## src/rtl/hazard_pkg.sv

```systemverilog
// Shared constants for the hazard/forwarding controller: timing encodings,
// MDU latency defaults and forwarding-source select codes.
package hazard_pkg;

  localparam int TNEW_W = 2;

  localparam logic [TNEW_W-1:0] TNEW_0 = 2'd0;
  localparam logic [TNEW_W-1:0] TNEW_1 = 2'd1;
  localparam logic [TNEW_W-1:0] TNEW_2 = 2'd2;

  localparam int MULT_CYC_DEF = 5;
  localparam int DIV_CYC_DEF  = 10;

  // Forwarding sources, listed from highest to lowest priority.
  typedef enum logic [2:0] {
    FWD_ZERO = 3'd0,
    FWD_EX   = 3'd1,
    FWD_MEM  = 3'd2,
    FWD_WB   = 3'd3,
    FWD_PIPE = 3'd4
  } fwd_sel_e;

endpackage

```

## src/rtl/md_busy_tracker.sv

```systemverilog
// Multiply/divide busy down-counter. A start while busy is dropped and latched
// in the sticky md_err flag.
import hazard_pkg::*;

module md_busy_tracker #(
  parameter int MULT_CYC = hazard_pkg::MULT_CYC_DEF,
  parameter int DIV_CYC  = hazard_pkg::DIV_CYC_DEF,
  parameter int CNT_W    = 4
) (
  input  logic clk,
  input  logic reset,
  input  logic md_start,
  input  logic md_div,
  output logic md_busy
);

  logic [CNT_W-1:0] md_cnt;
  logic             md_err;

  always_ff @(posedge clk) begin
    if (reset) begin
      md_cnt <= '0;
      md_err <= 1'b0;
    end else if (md_start && (md_cnt == '0)) begin
      md_cnt <= md_div ? CNT_W'(DIV_CYC) : CNT_W'(MULT_CYC);
    end else begin
      md_err <= md_err | md_start;
      if (md_cnt != '0) md_cnt <= md_cnt - 1'b1;
    end
  end

  assign md_busy = (md_cnt != '0);

endmodule

```

## src/rtl/hazard_ctrl_mdu.sv

```systemverilog
// Pipeline hazard detection, operand forwarding and MDU stall control.
// Optional stall performance counters are enabled by HAZARD_PERF_CNT_EN.
import hazard_pkg::*;

module hazard_ctrl_mdu #(
  parameter int DATA_W   = 32,
  parameter int REG_AW   = 5,
  parameter int TNEW_W   = hazard_pkg::TNEW_W,
  parameter int MULT_CYC = hazard_pkg::MULT_CYC_DEF,
  parameter int DIV_CYC  = hazard_pkg::DIV_CYC_DEF,
  parameter int CNT_W    = 4
) (
  input  logic              clk,
  input  logic              reset,
  input  logic [REG_AW-1:0] id_rs_addr,
  input  logic [REG_AW-1:0] id_rt_addr,
  input  logic [TNEW_W-1:0] id_rs_tuse,
  input  logic [TNEW_W-1:0] id_rt_tuse,
  input  logic [DATA_W-1:0] id_rs_data,
  input  logic [DATA_W-1:0] id_rt_data,
  input  logic              id_is_md,
  input  logic [REG_AW-1:0] ex_rs_addr,
  input  logic [REG_AW-1:0] ex_rt_addr,
  input  logic [DATA_W-1:0] ex_rs_data,
  input  logic [DATA_W-1:0] ex_rt_data,
  input  logic [REG_AW-1:0] ex_wa,
  input  logic [TNEW_W-1:0] ex_tnew,
  input  logic [DATA_W-1:0] ex_wd,
  input  logic              ex_md_start,
  input  logic              ex_md_div,
  input  logic [REG_AW-1:0] mem_rt_addr,
  input  logic [DATA_W-1:0] mem_rt_data,
  input  logic [REG_AW-1:0] mem_wa,
  input  logic [TNEW_W-1:0] mem_tnew,
  input  logic [DATA_W-1:0] mem_wd,
  input  logic [REG_AW-1:0] wb_wa,
  input  logic [DATA_W-1:0] wb_wd,
  output logic [DATA_W-1:0] id_rs_fwd,
  output logic [DATA_W-1:0] id_rt_fwd,
  output logic [DATA_W-1:0] ex_rs_fwd,
  output logic [DATA_W-1:0] ex_rt_fwd,
  output logic [DATA_W-1:0] mem_rt_fwd,
  output logic              stall,
  output logic              en_pc,
  output logic              en_if_id,
  output logic              flush_id_ex,
  output logic              md_busy
`ifdef HAZARD_PERF_CNT_EN
  ,
  output logic [31:0]       data_stall_cnt,
  output logic [31:0]       md_stall_cnt
`endif
);

  logic data_stall;
  logic md_stall;

  // A source must wait while its producer needs more cycles than it can spare.
  function automatic logic raw_hit(input logic [REG_AW-1:0] addr,
                                   input logic [TNEW_W-1:0] tuse,
                                   input logic [REG_AW-1:0] wa,
                                   input logic [TNEW_W-1:0] tnew);
    return (addr != '0) && (addr == wa) && (tuse < tnew);
  endfunction

  function automatic fwd_sel_e sel_id(input logic [REG_AW-1:0] addr);
    if (addr == '0)                             return FWD_ZERO;
    else if (addr == ex_wa && ex_tnew == '0)    return FWD_EX;
    else if (addr == mem_wa && mem_tnew == '0)  return FWD_MEM;
    else if (addr == wb_wa)                     return FWD_WB;
    else                                        return FWD_PIPE;
  endfunction

  function automatic fwd_sel_e sel_ex(input logic [REG_AW-1:0] addr);
    if (addr == '0)                             return FWD_ZERO;
    else if (addr == mem_wa && mem_tnew == '0)  return FWD_MEM;
    else if (addr == wb_wa)                     return FWD_WB;
    else                                        return FWD_PIPE;
  endfunction

  function automatic fwd_sel_e sel_mem(input logic [REG_AW-1:0] addr);
    if (addr == '0)         return FWD_ZERO;
    else if (addr == wb_wa) return FWD_WB;
    else                    return FWD_PIPE;
  endfunction

  function automatic logic [DATA_W-1:0] fwd_mux(input fwd_sel_e sel,
                                                input logic [DATA_W-1:0] pipe);
    case (sel)
      FWD_EX:   return ex_wd;
      FWD_MEM:  return mem_wd;
      FWD_WB:   return wb_wd;
      FWD_PIPE: return pipe;
      default:  return '0;
    endcase
  endfunction

  always_comb begin
    id_rs_fwd  = fwd_mux(sel_id(id_rs_addr), id_rs_data);
    id_rt_fwd  = fwd_mux(sel_id(id_rt_addr), id_rt_data);
    ex_rs_fwd  = fwd_mux(sel_ex(ex_rs_addr), ex_rs_data);
    ex_rt_fwd  = fwd_mux(sel_ex(ex_rt_addr), ex_rt_data);
    mem_rt_fwd = fwd_mux(sel_mem(mem_rt_addr), mem_rt_data);
  end

  assign data_stall = raw_hit(id_rs_addr, id_rs_tuse, ex_wa, ex_tnew)
                    | raw_hit(id_rs_addr, id_rs_tuse, mem_wa, mem_tnew)
                    | raw_hit(id_rt_addr, id_rt_tuse, ex_wa, ex_tnew)
                    | raw_hit(id_rt_addr, id_rt_tuse, mem_wa, mem_tnew);

  // The start term covers the cycle before the counter becomes visible.
  assign md_stall    = id_is_md && (md_busy || ex_md_start);
  assign stall       = data_stall || md_stall;
  assign en_pc       = !stall;
  assign en_if_id    = !stall;
  assign flush_id_ex = stall;

  md_busy_tracker #(
    .MULT_CYC (MULT_CYC),
    .DIV_CYC  (DIV_CYC),
    .CNT_W    (CNT_W)
  ) u_tracker (
    .clk      (clk),
    .reset    (reset),
    .md_start (ex_md_start),
    .md_div   (ex_md_div),
    .md_busy  (md_busy)
  );

`ifdef HAZARD_PERF_CNT_EN
  always_ff @(posedge clk) begin
    if (reset) begin
      data_stall_cnt <= '0;
      md_stall_cnt   <= '0;
    end else begin
      if (data_stall && !(&data_stall_cnt)) data_stall_cnt <= data_stall_cnt + 1'b1;
      if (md_stall && !(&md_stall_cnt))     md_stall_cnt   <= md_stall_cnt + 1'b1;
    end
  end
`endif

endmodule

```

## config.mk

```make
export PLATFORM = sky130hd
export DESIGN_NAME = hazard_ctrl_mdu
export DESIGN_NICKNAME = d
export VERILOG_FILES = /design/src/rtl/hazard_pkg.sv /design/src/rtl/md_busy_tracker.sv /design/src/rtl/hazard_ctrl_mdu.sv
export SDC_FILE = /design/constraint.sdc
export NUM_CORES = 1
export LEC_CHECK = 0
export CORE_AREA = 3 3 184 186
export DETAILED_ROUTE_END_ITERATION = 16
export DIE_AREA = 0 0 187 189
export PLACE_DENSITY_LB_ADDON = 0.05
export SLEW_MARGIN = 10
export SYNTH_ARGS = -nofsm -noshare
export SYNTH_HDL_FRONTEND = slang
export SYNTH_HIERARCHICAL = 1
export SYNTH_SLANG_ARGS = --single-unit
```

## constraint.sdc

```tcl
create_clock -name clk -period 2.3 [get_ports clk]
set_clock_uncertainty 0.15 [all_clocks]
set_input_delay 0.46 -clock clk [delete_from_list [all_inputs] [get_ports clk]]
set_output_delay 0.46 -clock clk [all_outputs]
set_load 0.05 [all_outputs]
```

* Word-level counts from Yosys, hierarchy flattened
Cells that the tools add are included.
** Storage, ports and cells
- Register bits :: 4
- Bits of input ports :: 309
- Output and inout bits :: 165
- Logic and storage cells :: 95
** Cells by class
- Add/sub/neg operators :: 1
- Magnitude comparators :: 4
- Eq/ne operators :: 31
- Multiplexer cells :: 24
- Bitwise operators :: 3
- Reductions and logical operators :: 31
** Operators with widths (count)
- case mux 32 bit (4 select lines) :: 5
- == test 5 bit :: 11
- two-way mux 3 bit :: 16
- == test 3 x 2 -> 1 bit, second input constant :: 10
- logical NOT 5 bit :: 5
- logical AND 1 bit :: 16
- == test 3 x 1 -> 1 bit, second input constant :: 5
- == test 3 bit, second input constant :: 5
- two-way mux 4 bit :: 3
- nonzero test 5 bit :: 2
- less-than comparator 2 bit :: 4
- logical NOT 2 bit :: 2
- logical NOT 4 bit :: 1
- nonzero test 4 bit :: 1
- subtractor 4 x 1 -> 4 bit, second input constant :: 1
- OR 1 bit :: 3
- logical OR 1 bit :: 2
- nonzero test 2 bit :: 1
- logical NOT 1 bit :: 1

* Logic depth before layout (Yosys ltp)
- Depth after elaboration :: 8
- Depth in mapped cells :: 9
- Mapped depth without buffers :: 6

* Hierarchy
The synthesis kept the hierarchy.
** By module, submodules not included
- hazard_ctrl_mdu :: instances 1, cells an instance 748, area each 4954.8 sq um, sequential area each 0.0 sq um
- md_busy_tracker :: instances 1, cells an instance 25, area each 239.0 sq um, sequential area each 80.1 sq um

* Worst setup path after synthesis
OpenSTA, ideal clock, no wires.
- Kind :: register to output
- Start point :: reg u_tracker.md_cnt[0]
- End point :: out en_pc
- Arrival :: 2.836 ns
- Required time :: 1.690 ns
- Slack :: -1.146 ns
- Stages on the path, launching flop included :: 7
- Path buffers :: 1
- Path through :: dfxtp_1 -> inv_1 -> ha_1 -> or3b_4 -> o21a_1 -> nor3_1 -> buf_4
** On the way
- Word-level cells in the longest chain between the ends :: 5
** Ends and longest elaborated chain
- from (decl) :: line md_busy_tracker.sv:17 : logic [CNT_W-1:0] md_cnt;
- from (signal assigned) :: line md_busy_tracker.sv:25 : md_cnt <= md_div ? CNT_W'(DIV_CYC) : CNT_W'(MULT_CYC);
- from (signal assigned) :: line md_busy_tracker.sv:28 : if (md_cnt != '0) md_cnt <= md_cnt - 1'b1;
- nonzero test 4 bit :: line md_busy_tracker.sv:32 : assign md_busy = (md_cnt != '0);
- via md_busy :: line hazard_ctrl_mdu.sv:47 : output logic md_busy
- logical OR 1 bit :: line hazard_ctrl_mdu.sv:112 : assign md_stall = id_is_md && (md_busy || ex_md_start);
- logical AND 1 bit :: line hazard_ctrl_mdu.sv:112
- logical OR 1 bit :: line hazard_ctrl_mdu.sv:113 : assign stall = data_stall || md_stall;
- logical NOT 1 bit
- to (decl) :: line hazard_ctrl_mdu.sv:44 : output logic en_pc,
The timed path passes the listed nets, and every way through them passes these cells.

* Worst setup path in the final report
- Start point :: in mem_wa[2]
- End point :: out ex_rt_fwd[13]
** On the way
- Word-level cells in the longest chain between the ends :: 6
- Elaborated cells between the ends (all ways) :: 9
- Classes of those cells :: eq/ne: 5; mux: 3; reduce/logical: 1
** Ends and longest elaborated chain
- from (decl) :: line hazard_ctrl_mdu.sv:33 : input logic [REG_AW-1:0] mem_wa,
- == test 5 bit (*) :: line hazard_ctrl_mdu.sv:76 : else if (addr == mem_wa && mem_tnew == '0) return FWD_MEM;
- logical AND 1 bit (*) :: line hazard_ctrl_mdu.sv:76
- two-way mux 3 bit (*) :: line hazard_ctrl_mdu.sv:76
- two-way mux 3 bit (*) :: line hazard_ctrl_mdu.sv:75 : if (addr == '0) return FWD_ZERO;
- == test 3 bit, or another cell as far along :: line hazard_ctrl_mdu.sv:89 : case (sel)
- case mux 32 bit (4 select lines) (*) :: line hazard_ctrl_mdu.sv:89
- to (decl) :: line hazard_ctrl_mdu.sv:41 : output logic [DATA_W-1:0] ex_rt_fwd,
Mark *: on every way between the ends. The rest lies on a longest branch, timed or not.

==> key figures <==
Status
  – Status: finished with violations
  – Failing checks: setup timing

Routing
  – DR iter-0 viols: 317
  – Wire length on met2: 26,500 um
  – Residual DRC: 0
  – Via Count: 9,132
  – Post-detailed-route count of antenna-violating nets: 0
  – WL/cell: approximately 28 um
  – Number of vias per cell: about 5
  – Wire length on met3: 3570 um
  – Met1 wire length: 19,800 um
  – Pre-Repair DR Iteration Count: 4
  – Max layer used: met4
  – Final WL: between 50,000 and 60,000 um

GRT
  – Overall Global Routing Usage: 0.274
  – First-pass GRT wire length: 72,000 um
  – Largest net degree at the start of global routing: 39
  – Vias in the first global route: between 10,000 and 15,000
  – GRT Residual Overflow: 0
  – Initial antenna violation count: 5

STA
  – Minimum clock period: 2.88 ns
  – Final setup viols: around 160
  – Fin. max-slew vios: 0
  – Slew headroom: 0.663
  – Slew of the pin with the lowest slew margin: approximately 0.50 ns
  – Unrepaired setup endpoints after global routing: yes
  – Fmax: 347 MHz
  – Final Hold Viols: 0
  – Final WS setup: -0.583 ns
  – Final Cycle Share: 1.25

Worst setup path
  – Slowest stage delay, CP: between 0.3 and 0.4 ns
  – Top delay family on crit path: buffers and inverters
  – Critical path arrival: 2.27 ns
  – Critical Path Fanout Max: 6
  – Worst path slowest cell: a211oi_4
  – WS Path Type: in2out
  – R2R setup slack: 0.75 ns
  – Worst r2r src: u_tracker/md_cnt[1]
  – R2R depth: 6
  – Worst path bufs/invs: 6
  – Worst r2r dst: u_tracker/md_cnt[0]
  – Crit end category: primary output
  – CP Launch Type: input port
  – Critical Path, Cell by Cell: buf_8, buf_6, xor2_1, nor4_2, buf_4, nand3_4, buf_6, buf_12, a211oi_4, buf_12
  – CP required: between 1.5 and 2 ns

Layout
  – Max reg flops: 4
  – Util after Layout: 0.571
  – Layout cell share with drive strength beyond 1: 0.625
  – Top Registers: u_tracker/md_cnt: 4 flops
  – Design area: 18,500 sq um
  – Final Net Count: 1,735
  – Synth-to-Final Area Change: 257%
  – Reg with most FFs: u_tracker/md_cnt
  – Final Non-Filler Cells: 1,865

Floorplan
  – IO Count: 474
  – Die area: 35,300 sq um
  – Core area: 32,500 sq um
  – Initial Utilization: 0.160
  – Chip width: 187 um
  – Row cnt: 66
  – Die height: 189 um

Synth
  – Netlist cell types: 42
  – Number of synthesized flops with an enable pin: 0
  – Syn Inst Count: a little under 800
  – Cell accounting for the most synthesized area: mux2i_1
  – Most used DFF post-synth: dfxtp_1
  – Yosys top cell area share: 0.231
  – Mapped Area: 5190 sq um
  – Sequential fraction of the synthesis area: 0.0154
  – Seq cells post-synth: 4
  – Syn. warnings: 6
  – Top-count cell post-synth: mux2i_1
  – Synth top area cells: mux2i_1 23%, a211oi_1 14%, nor2_1 7.9%, xor2_1 6.6%, o21ai_0 6.3%
  – Top cells by count, synth: 120 x mux2i_1, 110 x nor2_1, 98 x a211oi_1
  – Syn Nets: 1,088
  – Ys async rst share: 0
  – Mean Syn Cell Area: 6.72 sq um

Power and ir drop
  – Peak supply drop: 0.225 mV
  – Leakage power: roughly 7.7 nW
  – Power consumption: 5.19 mW
  – Pwr/cell area: approximately 280 nW/um^2

Min path
  – Hold Path Depth: 2
  – HP Start: u_tracker/md_cnt[1]
  – Min-Delay Path Class: reg2reg
  – Worst hold path endpoint: u_tracker/md_cnt[3]

Job
  – Max cap viols: 0

Placement
  – Routability congestion estimate: 0.895
  – DPL Wire Length: 36,100 um
  – Placed Area: 14,500 sq um
  – Cells after DPL: 1,761
  – Buffers added on ports: 473
  – Pre-CTS WS: -1.05 ns

Clocking
  – TritonCTS Sinks: 4
  – H-tree levels: 1
  – Hold buffer count at cts: 0
  – CTS tree: done
  – Total CTS buffers: 3
  – Clock slew at reported path FFs: 0.03 ns
  – CTS Root Cell: clkbuf_16
  – Clk_lat worst skew: 0.22 ns
  – Clock buffer depth: 2
cells by family (layout without fill, tap and decap cells):
logic type | after synthesis | count (layout) | share of synthesized area
adders and majority gates | 6 | 6 | 0.0145
xor gates and xnor gates | 54 | 54 | 0.0911
AOI/OAI and AO/OA | 229 | 229 | 0.324
muxes | 120 | 120 | 0.231
other | 0 | 5 | 0
buffers and inverters | 90 | 735 | 0.0773
and+or+nand+nor | 270 | 270 | 0.246
DFF | 4 | 4 | 0.0154
per-layer routing:
| layer | global-route usage | vias to the layer above |
|---|---|---|
| li1 | - | 4136 |
| met1 | 0.323 | 4511 |
| met2 | 0.490 | 409 |
| met3 | 0.0613 | 76 |
| met4 | 0.0957 | 0 |
| met5 | 0 | - |
worst max path at each step:
stage,startpoint,endpoint,slack (ns),cells after the start
floorplan,mem_wa[1],id_rs_fwd[10],-0.62,8
global placement,mem_wa[4],ex_rt_fwd[29],-1.07,9
detailed placement,mem_wa[4],ex_rt_fwd[28],-1.05,9
CTS,mem_wa[2],ex_rt_fwd[13],-0.60,10
global route,mem_wa[2],ex_rt_fwd[13],-0.65,10
finish,mem_wa[2],ex_rt_fwd[13],-0.58,10
where the power goes:
part           switching, mW  total [mW]  internal, mW  leakage, nW
Sequential            0.0351       0.141         0.106       0.0338
Clock                 0.0479       0.270         0.222       0.0370
Combinational           2.42        4.78          2.36         7.62
Total                   2.50        5.19          2.69         7.69
cell type report:
class	instances	area [sq um]
diodes	5	12.5
clock buffers	3	75.1
fillers	2726	13900
inverters	7	26.3
multi-input cells	679	8470
flip-flops and latches	4	82.6
well taps	442	553
repair buffers	725	9330
worst reg2reg max path: cells and delay by family, from the launching register on:
kind	cells	cell delay (ns)
simple gates	1	0.37
flops	1	0.31
buf+inv	2	0.25
compound gates	2	0.23
fa+ha+maj	1	0.13
layout by cell type (no fill, tap or decap), drive strengths merged, types with 2 or more instances in the layout:
cell,synthesis,layout
a2111oi,2,2
a211oi,100,100
a21oi,7,7
a221oi,9,9
a31oi,2,2
and2,3,3
and3,35,35
buf,26,438
clkbuf,57,17
clkdlybuf4s15,0,2
clkdlybuf4s50,0,261
dfxtp,4,4
diode,0,5
dlygate4sd2,0,8
ha,6,6
inv,7,7
mux2i,120,120
nand2,38,38
nand2b,4,4
nand3,34,34
nand4,25,25
nor2,110,110
nor3,10,10
nor4,2,2
o211ai,24,24
o21ai,73,73
o2bb2ai,8,8
or3,2,2
or4,4,4
xnor2,15,15
xor2,39,39
per-stage QoR:
stage,hold WS [ns],setup TNS (ns)
2_1_floorplan,0.340,-45.79
3_3_place_gp,0.398,-145.70
3_5_place_dp,0.401,-148.79
4_1_cts,0.405,-81.28
5_1_grt,0.433,-84.23
6_report,0.404,-75.69
timing repair:
item                       CTS  global route
pin swaps                  120            78
setup endpoints to repair  164           164
gates cloned                36             6
setup buffers               46            20
resized for setup          597           145
(Power assumes the default switching activity.)
